$ cat src/rtl/crot_quarter_turn_gate_pipelined.sv
// Controlled k*pi/2 rotation of one complex amplitude, swap/negate only, valid/ready pipe.
// Optional CROT_SAT_NEG_EN: saturating negation plus sticky sat_flag output.
`ifndef TOTAL_WIDTH
`define TOTAL_WIDTH 16
`endif

module crot_quarter_turn_gate_pipelined #(
  parameter int WIDTH   = `TOTAL_WIDTH,
  parameter int LATENCY = 3
) (
  input  logic             clk,
  input  logic             rst_n,
  input  logic             in_valid,
  output logic             in_ready,
  input  logic             ctrl,
  input  logic [1:0]       k,
  input  logic [WIDTH-1:0] ar,
  input  logic [WIDTH-1:0] ai,
  output logic             out_valid,
  input  logic             out_ready,
  output logic [WIDTH-1:0] pr,
  output logic [WIDTH-1:0] pi
`ifdef CROT_SAT_NEG_EN
  ,
  output logic             sat_flag
`endif
);

  localparam logic [WIDTH-1:0] MIN_V = {1'b1, {(WIDTH-1){1'b0}}};

  function automatic logic [WIDTH-1:0] neg(
    input logic [WIDTH-1:0] x
  );
`ifdef CROT_SAT_NEG_EN
    if (x == MIN_V) return ~MIN_V;
`endif
    return -x;
  endfunction

  logic             en;
  logic [1:0]       ke;
  logic [WIDTH-1:0] s1_re;
  logic [WIDTH-1:0] s1_im;

  logic [LATENCY-1:0] vld_q;
  logic [LATENCY-1:0] vld_d;
  logic [WIDTH-1:0]   re_q [LATENCY];
  logic [WIDTH-1:0]   re_d [LATENCY];
  logic [WIDTH-1:0]   im_q [LATENCY];
  logic [WIDTH-1:0]   im_d [LATENCY];

  assign en        = out_ready | ~vld_q[LATENCY-1];
  assign in_ready  = en;
  assign out_valid = vld_q[LATENCY-1];
  assign pr        = re_q[LATENCY-1];
  assign pi        = im_q[LATENCY-1];

  // multiply by i^ke: each step is a swap plus one negation
  always_comb begin
    ke    = ctrl ? k : 2'd0;
    s1_re = ar;
    s1_im = ai;
    unique case (1'b1)
      ke == 2'd0: begin
        s1_re = ar;
        s1_im = ai;
      end
      ke == 2'd1: begin
        s1_re = neg(ai);
        s1_im = ar;
      end
      ke == 2'd2: begin
        s1_re = neg(ar);
        s1_im = neg(ai);
      end
      ke == 2'd3: begin
        s1_re = ai;
        s1_im = neg(ar);
      end
    endcase
  end

  always_comb begin
    vld_d = vld_q;
    re_d  = re_q;
    im_d  = im_q;
    if (en) begin
      vld_d[0] = in_valid & en;
      re_d[0]  = s1_re;
      im_d[0]  = s1_im;
      for (int i = 1; i < LATENCY; i++) begin
        vld_d[i] = vld_q[i-1];
        re_d[i]  = re_q[i-1];
        im_d[i]  = im_q[i-1];
      end
    end
  end

  always_ff @(posedge clk or negedge rst_n) begin
    if (!rst_n) begin
      vld_q <= '0;
      re_q  <= '{default: '0};
      im_q  <= '{default: '0};
    end else begin
      vld_q <= vld_d;
      re_q  <= re_d;
      im_q  <= im_d;
    end
  end

`ifdef CROT_SAT_NEG_EN
  logic               s1_sat;
  logic [LATENCY-1:0] sat_q;
  logic [LATENCY-1:0] sat_d;
  logic               sat_flag_q;
  logic               sat_flag_d;

  assign sat_flag = sat_flag_q;

  always_comb begin
    s1_sat = ((ke == 2'd1) && (ai == MIN_V)) |
             ((ke == 2'd2) && ((ar == MIN_V) || (ai == MIN_V))) |
             ((ke == 2'd3) && (ar == MIN_V));
    sat_d = sat_q;
    if (en) begin
      sat_d[0] = s1_sat;
      for (int i = 1; i < LATENCY; i++) begin
        sat_d[i] = sat_q[i-1];
      end
    end
    // only samples actually handed downstream count
    sat_flag_d = sat_flag_q |
                 (out_valid & out_ready & sat_q[LATENCY-1]);
  end

  always_ff @(posedge clk or negedge rst_n) begin
    if (!rst_n) begin
      sat_q      <= '0;
      sat_flag_q <= 1'b0;
    end else begin
      sat_q      <= sat_d;
      sat_flag_q <= sat_flag_d;
    end
  end
`endif

endmodule

$ cat config.mk
export PLATFORM = sky130hd
export DESIGN_NAME = crot_quarter_turn_gate_pipelined
export DESIGN_NICKNAME = d
export VERILOG_FILES = /design/src/rtl/crot_quarter_turn_gate_pipelined.sv
export SDC_FILE = /design/constraint.sdc
export NUM_CORES = 1
export LEC_CHECK = 0
export CAP_MARGIN = 20
export CORE_MARGIN = 4
export CORE_UTILIZATION = 50
export CTS_BUF_LIST = sky130_fd_sc_hd__clkbuf_8
export CTS_CLUSTER_SIZE = 12
export DETAILED_ROUTE_END_ITERATION = 12
export GPL_ROUTABILITY_DRIVEN = 0
export PLACE_DENSITY = 0.74
export SLEW_MARGIN = 20
export SYNTH_ARGS = -nofsm -noshare
export SYNTH_HDL_FRONTEND = slang
export SYNTH_SLANG_ARGS = --single-unit
$ cat constraint.sdc
create_clock -name clk -period 3.8 [get_ports clk]
set_clock_uncertainty 0.15 [all_clocks]
set_input_delay 0.76 -clock clk [delete_from_list [all_inputs] [get_ports clk]]
set_output_delay 0.76 -clock clk [all_outputs]
set_load 0.05 [all_outputs]
# Word level (Yosys, flattened, before mapping)
# Cells that the tools add are included.
op_classes:
  n_eq_ne: 3
  addsub: 2
  bitwise_logic: 3
  muxes: 3
  n_reduce_logical: 1
ops:
  columns: ["op", "count"]
  rows:
  - ["16-bit case mux with 4 select lines", 2]
  - ["16-bit negator", 2]
  - ["2-bit equality test, second input constant", 2]
  - ["2-bit by 1-bit equality test with 1-bit output, second input constant", 1]
  - ["2-bit logical NOT", 1]
  - ["2-bit 2-to-1 mux", 1]
  - ["1-bit bitwise AND", 1]
  - ["1-bit inverter", 1]
  - ["1-bit OR", 1]
word_totals:
  output_inout_bits: 34
  reg_bits: 99
  input_bits: 39
  elab_cells: 19

# Depth between registers and ports, before layout
logic_depth:
  depth_word: 3
  mapped_depth: 8
  ltp_nobuf: 7

# Worst setup path after synthesis
# No wires, ideal clock.
synth_timing:
  path_kind: "input to register"
  start: "input ai[7]"
  end: "register re_q[47] (netlist name)"
  arrival_time_ps: 2458
  n_path_buf: 1
  required_time_ps: 3522
  slack_ps: 1064
  setup_ps: 128
  stages: 6
  path_cell_list: "buf_6 or4_4 or4_4 or4_4 nand3_1 a31oi_1"
synth_via:
  elab_chain_len: 2
synth_lines:
  columns: ["element", "line_no", "rtl"]
  rows:
  - ["from (decl)", "18", "input logic [WIDTH-1:0] ai,"]
  - ["16-bit negator", "37", "return -x;"]
  - ["16-bit case mux with 4 select lines", "63", "unique case (1'b1)"]
  - ["to (signal assigned)", "106", "re_q <= re_d;"]
  - ["to (decl)", "47", "logic [WIDTH-1:0] re_q [LATENCY];"]
# Every way passes these cells.
# A chain may end at the register's enable or synchronous reset.

# Worst setup path in the final report
layout_timing:
  start: "input ctrl"
  end: "register re_q[39] (netlist name)"
layout_via:
  elab_chain_len: 3
  word_cells_on_any_way: 6
  cone_classes: "3 x eq/ne; 2 x mux; 1 x reduce/logical"
layout_lines:
  columns: ["element", "line_no", "rtl"]
  rows:
  - ["from (decl)", "15", "input logic ctrl,"]
  - ["2-bit 2-to-1 mux (*)", "60", "ke = ctrl ? k : 2'd0;"]
  - ["2-bit equality test, or another cell as far along", "76", "ke == 2'd3: begin"]
  - ["16-bit case mux with 4 select lines (*)", "63", null]
# Every way passes the cells marked *; elsewhere a longest branch is shown, timed or not.

==> key figures <==
Outcome
  – Status: finished clean

Die
  – # IOs: 73
  – Die H: 112 um
  – CORE AREA: 10400 um^2
  – Die area: 12500 um^2
  – Die Wd: 112 um
  – Row cnt: 37
  – Initial Util: 51.7%

Critical path
  – CP cell instances: clkdlybuf4s50_1 -> inv_1 -> nor2_1 -> buf_4 -> a211oi_1 -> nor3_1
  – Slowest stage delay, CP: 830 ps
  – Critical path fanouts, max: 14
  – Critical path class: in -> reg
  – Slowest cell on the critical path: clkdlybuf4s50_1
  – Crit path buf inv count: 3
  – Endpoint type of the worst setup path: register
  – CP delay by family, top: buffers and inverters
  – Crit path DAT: 3100 ps
  – CP Launch Type: primary input
  – WP data required: 3920 ps

Drt
  – DRT Pass-1 Iters: 5
  – Met1 Wirelength: 6130 um
  – Vias/cell: 5.82
  – Met2 WL post-DR: 6180 um
  – Metal3 WL: 1250 um
  – First DRT Iteration DRCs: 510
  – Top Metal Used: met4
  – WL per Instance: 16.7 um
  – Via Count: 4850
  – Routed wire length: 13900 um
  – Remaining DRCs: 0
  – ANT nets after route: 0

Cells and area
  – Fin nets: 733
  – Ratio of cells with drive above 1 in the final layout: 6.46%
  – Layout Cells excl Fill: 833
  – Commonest non-fill, non-tap cell in the layout: nand2_1
  – Layout filler cell count: 976
  – Commonest non-fill, non-tap cells in the layout: nand2_1, dfrtp_1, clkdlybuf4s50_1
  – Area Growth Syn to Fin: 14.8%
  – Number of diodes: 0

Place
  – Detailed Place HPWL: 9870 um
  – Port bufs: 72
  – Placed cell count: 817

Global route
  – Gr ovfl total: 0
  – First-pass GRT wire length: 23100 um
  – Initial antenna violation count: 0
  – Vias in the first global route: 4570
  – Overall Global Routing Usage: 22.5%
  – Largest net degree at the start of global routing: 89

Timing
  – Final setup violation count: 0
  – Slew Limit Headroom: 43.6%
  – Fmax: 0.336 GHz
  – Final Slew Violations: 0
  – Final cycle utilization of the critical path: 78.4%
  – RSZ-0062 raised after global routing: no
  – Setup TNS: 0 ps
  – Actual slew at the worst max-slew pin: 846 ps
  – Final number of hold-violating endpoints: 0
  – Post-layout min period: 2980 ps

Yosys
  – Unique masters post-synth: 52
  – Post-Syn Area: 5390 um^2
  – Synth Flop Type: dfrtp_1
  – Async SR Flop Fraction: 100%
  – Top cells by area, synth: dfrtp_1, nand2_1, buf_4, o21ai_0, clkbuf_1
  – Post-synth EDFFs: 0
  – Share of the synthesized area in the top cell type: 46.0%
  – Area leader, netlist: dfrtp_1
  – Syn avg cell area: 8.05 um^2
  – Synthesis warning total: 0
  – Seq/Total Area, Yosys: 46.0%
  – Number of synthesized register bits: 99
  – Cells after synthesis: 669
  – Post-synth net total: 710

Clocking
  – TritonCTS clock tree: done
  – H-tree levels: 3
  – Skew-Pair Late Insertion Delay: 370 ps
  – Hold-fix buffers, CTS: 0
  – Post-CTS Resized: 0
  – Num CTS Buffers: 9
  – Postcts setup bufs: 0
  – Worst-path clk slew: 90 ps
  – CTS Buffer Depth: 2
  – Root buf cell: clkbuf_8
  – CTS sink count: 99

Power
  – Worst VDD drop: 470 uV
  – Pwr dens: 664 nW/um^2
  – Leak: 0.00275 uW

Flow run
  – Max cap viols: 0

Hold path
  – HP Class: in -> async
through the flow:
step	utilization, %	total power [uW]	setup slack [ps]	hold WS [ps]	cell area [um^2]
final	59.3	4100	822	302	6180
after CTS	59.3	4130	863	312	6180
after global routing	59.3	4360	748	338	6180
after detailed placement	57.6	3520	467	306	6000
after global placement	57.6	3480	527	298	6000
after floorplan	-	3110	1060	280	5390
layout make-up:
cell class | count | area [um^2] | area share [%]
sequential | 99 | 2480 | 40.1
multi-input combinational | 485 | 2470 | 39.9
timing repair buffer | 89 | 856 | 13.8
tap | 136 | 170 | 2.75
clock buffer | 10 | 138 | 2.23
clock inverter | 6 | 41.3 | 0.668
inverter | 8 | 30.0 | 0.486
worst paths after layout:
kind / from / to / slack [ps] / cells past startpoint
max: ctrl / re_q[39] / 820 / 6
min: rst_n / pi[10] / 300 / 1
max reg2reg: vld_q[2] / re_q[41] / 1720 / 6
min reg2reg: vld_q[1] / vld_q[1] / 320 / 2
max in group asynchronous: rst_n / im_q[22] / 2430 / 2
min in group clk: vld_q[1] / vld_q[1] / 320 / 2
cell usage after synthesis, drive strengths merged (5+ instances only):
| library cell | number |
|---|---|
| nand2 | 237 |
| dfrtp | 99 |
| clkbuf | 41 |
| buf | 36 |
| o21ai | 33 |
| nor2 | 29 |
| a21oi | 28 |
| o22ai | 17 |
| a31oi | 14 |
| nor3 | 13 |
| xnor2 | 13 |
| nand3 | 11 |
| xor2 | 11 |
| inv | 8 |
| a221oi | 7 |
| or4 | 6 |
| mux2i | 5 |
| nor4 | 5 |
| or3 | 5 |
per-layer routing:
layer / GRT usage (%) / vias to the layer above
met4: 7.95 / 0
met3: 3.86 / 43
met5: 0 / -
li1: - / 2274
met1: 33.0 / 2245
met2: 33.7 / 288
cells by family (layout without fill, tap and decap cells):
logic type	Yosys count	after routing	synth area share (%)
muxes	5	5	0.929
DFF	99	99	46.0
and+or+nand+nor	329	329	26.0
adders and majority gates	2	2	0.465
xor gates and xnor gates	24	24	3.90
buffers and inverters	85	113	8.32
AOI/OAI and AO/OA	125	125	14.4
registers in the layout (all words and copies together) (netlist names):
name	count
im_q	32
pi	16
pr	16
re_q	32
vld_q	3
power by group:
group	internal [uW]	switching, uW	total, uW
Sequential	1450	224	1680
Clock	256	360	616
Combinational	591	1220	1810
Note: power is estimated with default switching activity, not from simulation.
